**src/rtl/ps2_host_tx.sv**
```systemverilog
// PS/2 host-to-device transmitter: inhibits the bus, issues request-to-send,
// shifts a command byte out on device clock edges and checks the device ACK.
module ps2_host_tx #(
  parameter int INHIBIT_CYCLES = 200,
  parameter int TIMEOUT_CYCLES = 30000
) (
  input  logic       clk,
  input  logic       reset,
  input  logic       ps2_clk_in,
  input  logic       ps2_data_in,
  output logic       ps2_clk_oe,
  output logic       ps2_data_oe,
  input  logic       tx_valid,
  input  logic [7:0] tx_data,
  output logic       tx_ready,
  output logic       tx_done,
  output logic       tx_error,
  output logic       busy
);

  localparam int INH_W = $clog2(INHIBIT_CYCLES + 1);
  localparam int TO_W  = $clog2(TIMEOUT_CYCLES + 1);
  localparam logic [INH_W-1:0] INH_LAST = INH_W'(INHIBIT_CYCLES - 1);
  localparam logic [TO_W-1:0]  TO_LAST  = TO_W'(TIMEOUT_CYCLES - 1);

  typedef enum logic [2:0] {
    IDLE,
    INHIBIT,
    REQ,
    SEND,
    ACK,
    WAIT_IDLE
  } state_e;

  state_e           state_q, state_d;
  logic [INH_W-1:0] inh_cnt_q, inh_cnt_d;
  logic [TO_W-1:0]  to_cnt_q, to_cnt_d;
  logic [3:0]       bit_cnt_q, bit_cnt_d;
  logic [7:0]       shift_q, shift_d;
  logic             parity_q, parity_d;
  logic             data_oe_q, data_oe_d;
  logic             tx_done_q, tx_done_d;
  logic             tx_error_q, tx_error_d;

  logic clk_s1_q, clk_s2_q, clk_prev_q;
  logic data_s1_q, data_s2_q;
  logic clk_fall;
  logic timeout;

  // Pad synchronizers idle high so reset never fakes a falling edge.
  always_ff @(posedge clk or negedge reset) begin
    if (!reset) begin
      clk_s1_q   <= 1'b1;
      clk_s2_q   <= 1'b1;
      clk_prev_q <= 1'b1;
      data_s1_q  <= 1'b1;
      data_s2_q  <= 1'b1;
    end else begin
      clk_s1_q   <= ps2_clk_in;
      clk_s2_q   <= clk_s1_q;
      clk_prev_q <= clk_s2_q;
      data_s1_q  <= ps2_data_in;
      data_s2_q  <= data_s1_q;
    end
  end

  assign clk_fall = clk_prev_q & ~clk_s2_q;
  assign timeout  = ((state_q == REQ) || (state_q == SEND) || (state_q == ACK) ||
                     (state_q == WAIT_IDLE)) && (to_cnt_q == TO_LAST);

  always_ff @(posedge clk or negedge reset) begin
    if (!reset) begin
      state_q    <= IDLE;
      inh_cnt_q  <= '0;
      to_cnt_q   <= '0;
      bit_cnt_q  <= '0;
      shift_q    <= '0;
      parity_q   <= 1'b0;
      data_oe_q  <= 1'b0;
      tx_done_q  <= 1'b0;
      tx_error_q <= 1'b0;
    end else begin
      state_q    <= state_d;
      inh_cnt_q  <= inh_cnt_d;
      to_cnt_q   <= to_cnt_d;
      bit_cnt_q  <= bit_cnt_d;
      shift_q    <= shift_d;
      parity_q   <= parity_d;
      data_oe_q  <= data_oe_d;
      tx_done_q  <= tx_done_d;
      tx_error_q <= tx_error_d;
    end
  end

  always_comb begin
    state_d    = state_q;
    inh_cnt_d  = inh_cnt_q;
    to_cnt_d   = to_cnt_q;
    bit_cnt_d  = bit_cnt_q;
    shift_d    = shift_q;
    parity_d   = parity_q;
    data_oe_d  = data_oe_q;
    tx_done_d  = 1'b0;
    tx_error_d = 1'b0;

    case (state_q)
      IDLE: begin
        data_oe_d = 1'b0;
        if (tx_valid) begin
          shift_d   = tx_data;
          parity_d  = ~^tx_data;
          inh_cnt_d = '0;
          state_d   = INHIBIT;
        end
      end
      INHIBIT: begin
        if (inh_cnt_q == INH_LAST) begin
          to_cnt_d  = '0;
          data_oe_d = 1'b1;
          state_d   = REQ;
        end else begin
          inh_cnt_d = inh_cnt_q + INH_W'(1);
        end
      end
      // First REQ cycle still holds the clock; afterwards wait for it to rise.
      REQ: begin
        to_cnt_d  = to_cnt_q + TO_W'(1);
        bit_cnt_d = 4'd0;
        if ((to_cnt_q != '0) && clk_s2_q) begin
          state_d = SEND;
        end
      end
      SEND: begin
        to_cnt_d = to_cnt_q + TO_W'(1);
        if (clk_fall) begin
          bit_cnt_d = bit_cnt_q + 4'd1;
          if (bit_cnt_q < 4'd8) begin
            data_oe_d = ~shift_q[0];
            shift_d   = {1'b0, shift_q[7:1]};
          end else if (bit_cnt_q == 4'd8) begin
            data_oe_d = ~parity_q;
          end else begin
            data_oe_d = 1'b0;
            state_d   = ACK;
          end
        end
      end
      ACK: begin
        to_cnt_d = to_cnt_q + TO_W'(1);
        if (clk_fall) begin
          bit_cnt_d = bit_cnt_q + 4'd1;
          if (data_s2_q) begin
            data_oe_d  = 1'b0;
            tx_error_d = 1'b1;
            state_d    = IDLE;
          end else begin
            state_d = WAIT_IDLE;
          end
        end
      end
      WAIT_IDLE: begin
        to_cnt_d = to_cnt_q + TO_W'(1);
        if (clk_s2_q && data_s2_q) begin
          tx_done_d = 1'b1;
          state_d   = IDLE;
        end
      end
      default: begin
        data_oe_d = 1'b0;
        state_d   = IDLE;
      end
    endcase

    // Timeout overrides whatever the device did on this cycle.
    if (timeout) begin
      data_oe_d  = 1'b0;
      tx_done_d  = 1'b0;
      tx_error_d = 1'b1;
      state_d    = IDLE;
    end
  end

  assign ps2_clk_oe  = (state_q == INHIBIT) || ((state_q == REQ) && (to_cnt_q == '0));
  assign ps2_data_oe = data_oe_q;
  assign tx_ready    = (state_q == IDLE);
  assign busy        = (state_q != IDLE);
  assign tx_done     = tx_done_q;
  assign tx_error    = tx_error_q;

endmodule

```
**config.mk**
```make
export PLATFORM = sky130hd
export DESIGN_NAME = ps2_host_tx
export DESIGN_NICKNAME = d
export VERILOG_FILES = /design/src/rtl/ps2_host_tx.sv
export SDC_FILE = /design/constraint.sdc
export NUM_CORES = 1
export LEC_CHECK = 0
export CAP_MARGIN = 0
export CORE_MARGIN = 10
export CORE_UTILIZATION = 58
export CTS_BUF_LIST = sky130_fd_sc_hd__clkbuf_16
export DETAILED_ROUTE_END_ITERATION = 8
export PLACE_DENSITY = 0.79
export REMOVE_ABC_BUFFERS = 1
export SLEW_MARGIN = 20
export SYNTH_ARGS = -nofsm -noshare
export SYNTH_HDL_FRONTEND = slang
export SYNTH_SLANG_ARGS = --single-unit
```
**constraint.sdc**
```tcl
create_clock -name clk -period 1.9 [get_ports clk]
set_input_delay 0.38 -clock clk [delete_from_list [all_inputs] [get_ports clk]]
set_output_delay 0.38 -clock clk [all_outputs]
set_load 0.03 [all_outputs]
```
==> results of run 1 <==
where the power goes:
group	internal, W	total [W]	switching (W)	leakage, nW
clock network	0.000474	0.000827	0.000353	0.0701
logic	0.000382	0.000820	0.000438	0.863
registers	0.00116	0.00128	0.000119	0.613
routing by layer:
layer  GRT usage [%]  up-vias  share of wire, %
met2            27.8       54                51
met3            3.84       10               4.8
met1            19.1     1115                43
met4            6.92        0               1.5
met5               0        -                 0
li1                -     1094                 -
cell type report:
class,instances,area (um2),area share [%]
inverter,12,45.0,1.37
multi-input combinational,202,1350,41.0
timing repair buffer,61,509,15.5
clock buffer,5,125,3.80
sequential,47,1190,36.0
clock inverter,3,11.3,0.342
tap,52,65.1,1.98
placed cells by master, fill, tap and decap left out, drive strengths merged, types with 6 or more instances in the layout:
cell           Yosys  final
buf               11     45
dfrtp             42     42
o21ai             26     26
nand2             21     21
a21oi             20     20
nor2              19     19
nor3              16     16
clkdlybuf4s50      0     14
inv               12     13
nand3             11     11
xnor2             11     11
mux2i             10     10
nand4              7      7
o31ai              6      6
worst max-delay path: cells and delay by family, from the launching register on:
kind / cells / cell delay [ns]
buffers and inverters: 2 / 0.26
AO/OA/AOI/OAI: 1 / 0.16
adder cells (fa/ha/maj): 1 / 0.13
AND/OR/NAND/NOR: 3 / 0.60
flip-flops: 1 / 0.39
flip-flops by register name, indices dropped and copies added, names as in the netlist:
signal / count
state_q: 3
ps2_data_oe: 1
bit_cnt_q: 4
clk_prev_q: 1
inh_cnt_q: 8
clk_s1_q: 1
tx_done: 1
data_s1_q: 1
data_s2_q: 1
tx_error: 1
parity_q: 1
shift_q: 8
clk_s2_q: 1
to_cnt_q: 15
cells in the mapped netlist, types with 5 or more instances:
cell      count
dfrtp_1      42
o21ai_0      24
nand2_1      21
a21oi_1      19
nor2_1       19
nor3_1       13
inv_1        12
nand3_1      11
xnor2_1      11
mux2i_1      10
buf_2         8
nand4_1       7
o31ai_1       6
and3_1        5
dfstp_2       5
ha_1          5
nand2b_1      5
or3_1         5
worst min path at each step:
stage                     start           end  slack, ns  cells past startpoint
final                     reset   to_cnt_q[1]       0.03                      1
after global routing      reset   to_cnt_q[1]       0.06                      1
after CTS                 reset  to_cnt_q[11]       0.04                      1
after detailed placement  reset   to_cnt_q[2]       0.35                      1
after global placement    reset  to_cnt_q[11]       0.35                      1
after floorplan           reset  bit_cnt_q[0]       0.08                      0
per-stage QoR:
| stage | instances | util, % |
|---|---|---|
| final | 382 | 75.6 |
| after global routing | 382 | 75.6 |
| after CTS | 375 | 73.2 |
| after detailed placement | 362 | 69.0 |
| after global placement | 362 | 69.0 |
| after floorplan | 261 | - |
kinds of logic (layout without fill, tap and decap cells):
kind of cell,count (synthesis),count (layout),share of synthesized area [%]
buffers and inverters,24,81,4.44
flip-flops,47,47,45.6
AO/OA/AOI/OAI,67,67,16.1
multiplexers,12,12,4.73
adder cells (fa/ha/maj),5,5,2.41
AND/OR/NAND/NOR,105,105,22.3
XOR/XNOR,13,13,4.39
what timing repair did:
item / CTS / global route
cloned: 0 / 0
resized for setup: 5 / 11
hold endpoints to repair: 0 / 0
pin swaps: 2 / 3
endpoints found under the setup margin: 2 / 21
buffers inserted: 5 / 7
==> results.md, run 1 <==
* Reg clk slew, reported paths at 0.06 ns
* Worst path cell trace: inv_2, ha_4, nor4b_4, nand4_1, nand3b_1, a21oi_1, buf_4
* Routed WL at between 6000 and 7000 um
* Post-synth EDFFs at 0
* Worst reg2reg endpoint: inh_cnt_q[3]
* Final #Nets at 347
* Die Ht at 86.9 um
* Layout overhead on the synthesized area at 27.0%
* Most area-hungry cell type in the Yosys netlist: dfrtp_1
* Slowest CP cell: dfrtp_1
* Required time of the worst setup path at approximately 1.5 ns
* Slew Limit Headroom at 67.9%
* Drc violations at 0
* Pin count of the biggest net entering global routing at 30
* Worst Path Arrival at 1.82 ns
* First-pass GRT wire length at 10100 um
* FFs w/ async S/R, synth at 100%
* Routed vias/inst at 5.95
* R2R Setup Slk at 0.07 ns
* Crit share post-route at 116%
* GRT overflow at 0
* Sequential element share of the synthesized area at 45.6%
* Slew Limit Fails at 0
* Average size of a mapped cell at 9.50 um2
* CTS Sinks at 47
* Fin. Hold Viols at 0
* Worst vdd rail ir drop at 697 uV
* Cell Pwr Density at 889 mW/mm2
* Setup ws final at -0.304 ns
* Inserted Clock Buffers at 5
* Crit path kind: flip-flop to output pin
* Worst hold slack at 0.0312 ns
* HPWL Detailed at between 4000 and 5000 um
* R2r startpoint: inh_cnt_q[0]
* Pleak at around 1.5 nW
* PortBufs at 18
* Initial core utilization at between 50% and 60%
* Post-synth top area share at 40.5%
* Core Footprint at 0.00435 mm2
* Chip width at 86.9 um
* Boundary Pins at 19
* H-tree levels at 2
* Crit path time final at 2.20 ns
* Setup violators final at 1
* Setup TNS at -0.304 ns
* Setup crit end: ps2_clk_oe
* CTS tree: built
* Failing checks: setup timing
* Syn. warnings at 0
* Global router's overall resource usage at 16.3%
* Share of post-route cells with drive strength above 1 at 24.5%
* Site Rows at 24
* Detailed Route Iter0 Violations at 151
* DR pass1 iterations at 4
* Synth top area cells: dfrtp_1 (41%), dfstp_2 (5.1%), o21ai_0 (4.6%)
* Hold_buf cts at 0
* Outcome: finished with violations
* Critical Path Source Type: flip-flop
* ANT nets after route at 0
* Crit path from: to_cnt_q[0]
* Post-place setup slack at -0.0737 ns
* Max Cap Viol at 0
* Hold WC Path Type: input pin to async pin
* Placer Congestion at slightly below 0.9
* Tightest Pin Transition at 0.481 ns
* Worst setup EP type: output pin
* Max stage delay on crit path at 0.39 ns
* Main synth FF type: dfrtp_1
* RSZ-0062 raised after global routing: yes
* Max frequency at 454 MHz
* CP Max Fanout at 2
* Fillers at 279
* Vias at 2273
* Clk Latency, worst-skew pair at 0.29 ns
* Layout Skew at roughly 0.0026 ns
* DR WL/cell at 16.2 um
* Initial antenna violation count at 0
* Post-Syn Area at 0.00259 mm2
* Die area at 0.00755 mm2
* Yosys reg bits at 47
* Post-Layout Inst Area at approximately 0.0033 mm2
* Diode count at 0
* Pwr Total at 0.00293 W
* Post-Synthesis Cells at roughly 270
* Clock buffer depth at 2
* Post-synthesis cell type count at 49
* Vias in the first global route at ~2300
* Dpl cell area at 0.00300 mm2
* Worst-case reg-to-reg path depth at 7
* Root Buffer Master: clkbuf_16
Note: power is estimated with default switching activity, not from simulation.
==> run 2: changes to the inputs <==
--- a/config.mk
+++ b/config.mk
@@ -10,9 +10,10 @@
 export CORE_UTILIZATION = 58
 export CTS_BUF_LIST = sky130_fd_sc_hd__clkbuf_16
 export DETAILED_ROUTE_END_ITERATION = 8
-export PLACE_DENSITY = 0.79
+export PLACE_DENSITY = 0.76
 export REMOVE_ABC_BUFFERS = 1
 export SLEW_MARGIN = 20
 export SYNTH_ARGS = -nofsm -noshare
 export SYNTH_HDL_FRONTEND = slang
 export SYNTH_SLANG_ARGS = --single-unit
+export TNS_END_PERCENT = 20
==> results.md, run 2 (same netlist as run 1, synthesis figures left out) <==
* Slowest CP cell: dfrtp_1
* Share of post-route cells with drive strength above 1 at 21.8% (-2.7 points)
* DR WL/cell at 15.9 um (-2.0%)
* Dpl cells at 358 (-1.1%)
* Most common cell after layout, fill and taps aside: dfrtp_1
* R2R Setup Slk at 0.09 ns (+0.02 ns)
* Max Cap Viol at 0 (unchanged)
* Layout Skew at 0.00389 ns (+0.00133 ns)
* Worst reg2reg endpoint: to_cnt_q[14]
* GRT overflow at 0 (unchanged)
* H-tree levels at 2 (unchanged)
* Gate power share at 28.0% (about the same)
* Placer Congestion at 0.877 (-0.47%)
* Hold_buf cts at 0 (unchanged)
* CTS tree: built
* CTS Sinks at 47 (unchanged)
* Core Footprint at 0.00435 mm2 (unchanged)
* Initial antenna violation count at 0 (unchanged)
* Fillers at 311 (+11%)
* Failing checks: setup timing
* Biggest regs: to_cnt_q x15, inh_cnt_q x8, shift_q x8
* Largest Register: to_cnt_q
* Inserted Clock Buffers at 5 (unchanged)
* First-pass GRT wire length at 10400 um (+2.5%)
* Routed WL at 5840 um (-5.6%)
* Pleak at 1.47 nW (-5.2%)
* Reg clk slew, reported paths at 0.06 ns (about the same)
* Max stage delay on crit path at 0.38 ns (about the same)
* Drc violations at 0 (unchanged)
* Clock power frac at 28.6% (+0.3 points)
* Root Buffer Master: clkbuf_16
* Post-place setup slack at -0.115 ns (-0.0408 ns)
* Slew Limit Fails at 0 (unchanged)
* Clk Latency, worst-skew pair at 0.28 ns (about the same)
* Setup violators final at 1 (unchanged)
* Worst setup EP type: output pin
* R2r startpoint: state_q[1]
* Crit path time final at 2.18 ns (-0.0272 ns)
* Worst Path Arrival at 1.80 ns (-0.02 ns)
* Fin. Hold Viols at 0 (unchanged)
* Top delay family on crit path: simple AND/OR/NAND/NOR gates
* Layout overhead on the synthesized area at 22.8%
* Cell Pwr Density at 913 mW/mm2 (+2.7%)
* Worst-case reg-to-reg path depth at 6 (-1)
* Worst vdd rail ir drop at 639 uV (-8.4%)
* Chip width at 86.9 um (unchanged)
* Crit path kind: flip-flop to output pin
* Crit share post-route at 115% (-1.4 points)
* Global router's overall resource usage at 16.7% (+0.31 points)
* PortBufs at 18 (unchanged)
* Detailed Route Iter0 Violations at 135 (-11%)
* Tightest Pin Transition at 0.486 ns (+0.00523 ns)
* Sw Pwr at 0.000906 W (-0.55%)
* Worst path cell trace: inv_2, ha_4, nor4b_4, nand4_1, nand3b_1, a21oi_2, buf_6
* Vias in the first global route at 2209 (-2.0%)
* Boundary Pins at 19 (unchanged)
* Initial core utilization at 59.6% (unchanged)
* Setup ws final at -0.277 ns (+0.0272 ns)
* Slew Limit Headroom at 67.6% (-0.35 points)
* Required time of the worst setup path at 1.52 ns (about the same)
* Diode count at 0 (unchanged)
* ANT nets after route at 0 (unchanged)
* Die Ht at 86.9 um (unchanged)
* Critical Path Source Type: flip-flop
* Flop pwr share at 43.3% (-0.4 points)
* Die area at 0.00755 mm2 (unchanged)
* Hold WC Path Type: input pin to async pin
* DR pass1 iterations at 4 (unchanged)
* Cell-internal power at 0.00200 W (-0.75%)
* Worst hold slack at 0.0340 ns (+0.00276 ns)
* Clock buffer depth at 2 (unchanged)
* RSZ-0062 raised after global routing: yes
* Worst Path Buf+Inv at 2 (unchanged)
* Switching share of total power at 31.2% (+0.043 points)
* HPWL Detailed at 4250 um (+1.2%)
* Number of flip-flops in the largest register at 15 (unchanged)
* Non-filler cells, final at 368 (-3.7%)
* Site Rows at 24 (unchanged)
* Most frequent cells in the layout: dfrtp_1 (40), buf_4 (29), o21ai_0 (24)
* Setup TNS at -0.277 ns (+0.0272 ns)
* Final #Nets at 333 (-4.0%)
* Pin count of the biggest net entering global routing at 30 (unchanged)
* Outcome: finished with violations
* Routed vias/inst at 5.90 (-0.76%)
* CP Max Fanout at 2 (unchanged)
* Vias at 2173 (-4.4%)
* Max frequency at 459 MHz (+1.2%)
* Util after Layout at 73.2% (-2.5 points)
==> run 2: cell types whose count changed in the layout (fill, tap and decap cells not counted), sizes merged <==
cell          change
dlymetal6s2s      -1
clkinvlp          +1
buf              -13
clkinv            -1
==> run 2: power groups by stage <==
stage	combinational [W]	clock, W	sequential, W
3_5_place_dp	0.000796	0	0.00127
2_1_floorplan	0.000456	0	0.00130
6_report	0.000814	0.000833	0.00126
5_1_grt	0.000916	0.000904	0.00128
3_3_place_gp	0.000775	0	0.00127
4_1_cts	0.000813	0.000852	0.00126
==> run 2: metrics by stage <==
step,total power (W),area [um2]
floorplan,0.00175,2520
global placement,0.00205,2970
detailed placement,0.00207,2970
CTS,0.00292,3170
global route,0.00310,3190
finish,0.00291,3190
==> run 2: per-layer routing <==
layer,GRT usage [%],share of wire [%]
met1,20.1,43
met2,29.2,54
met3,3.46,3.0
met4,4.27,0.82
met5,0,0
==> run 2: how the worst max path moves through the flow <==
stage	end	start	cells past startpoint	slack [ns]
CTS	ps2_clk_oe	to_cnt_q[1]	7	-0.24
global placement	ps2_clk_oe	to_cnt_q[0]	7	-0.03
detailed placement	shift_q[1]	tx_valid	4	-0.11
finish	ps2_clk_oe	to_cnt_q[1]	7	-0.28
floorplan	busy	state_q[0]	2	-0.13
global route	ps2_clk_oe	to_cnt_q[0]	7	-0.38
==> run 2: repair_timing <==
item                                    CTS  global route
buffers inserted                          2             0
pin swaps                                 3             1
endpoints found under the hold margin     0             0
gates resized for setup                  10             6
endpoints found under the setup margin    4             9
==> run 2: area by class of cell <==
cell class | instances | area [um2] | area share [%]
Multi-Input combinational cell | 202 | 1350 | 42.3
Sequential cell | 47 | 1180 | 37.2
Timing Repair Buffer | 47 | 403 | 12.6
Clock buffer | 5 | 125 | 3.93
Tap cell | 52 | 65.1 | 2.04
Inverter | 12 | 45.0 | 1.41
Clock inverter | 3 | 16.3 | 0.511
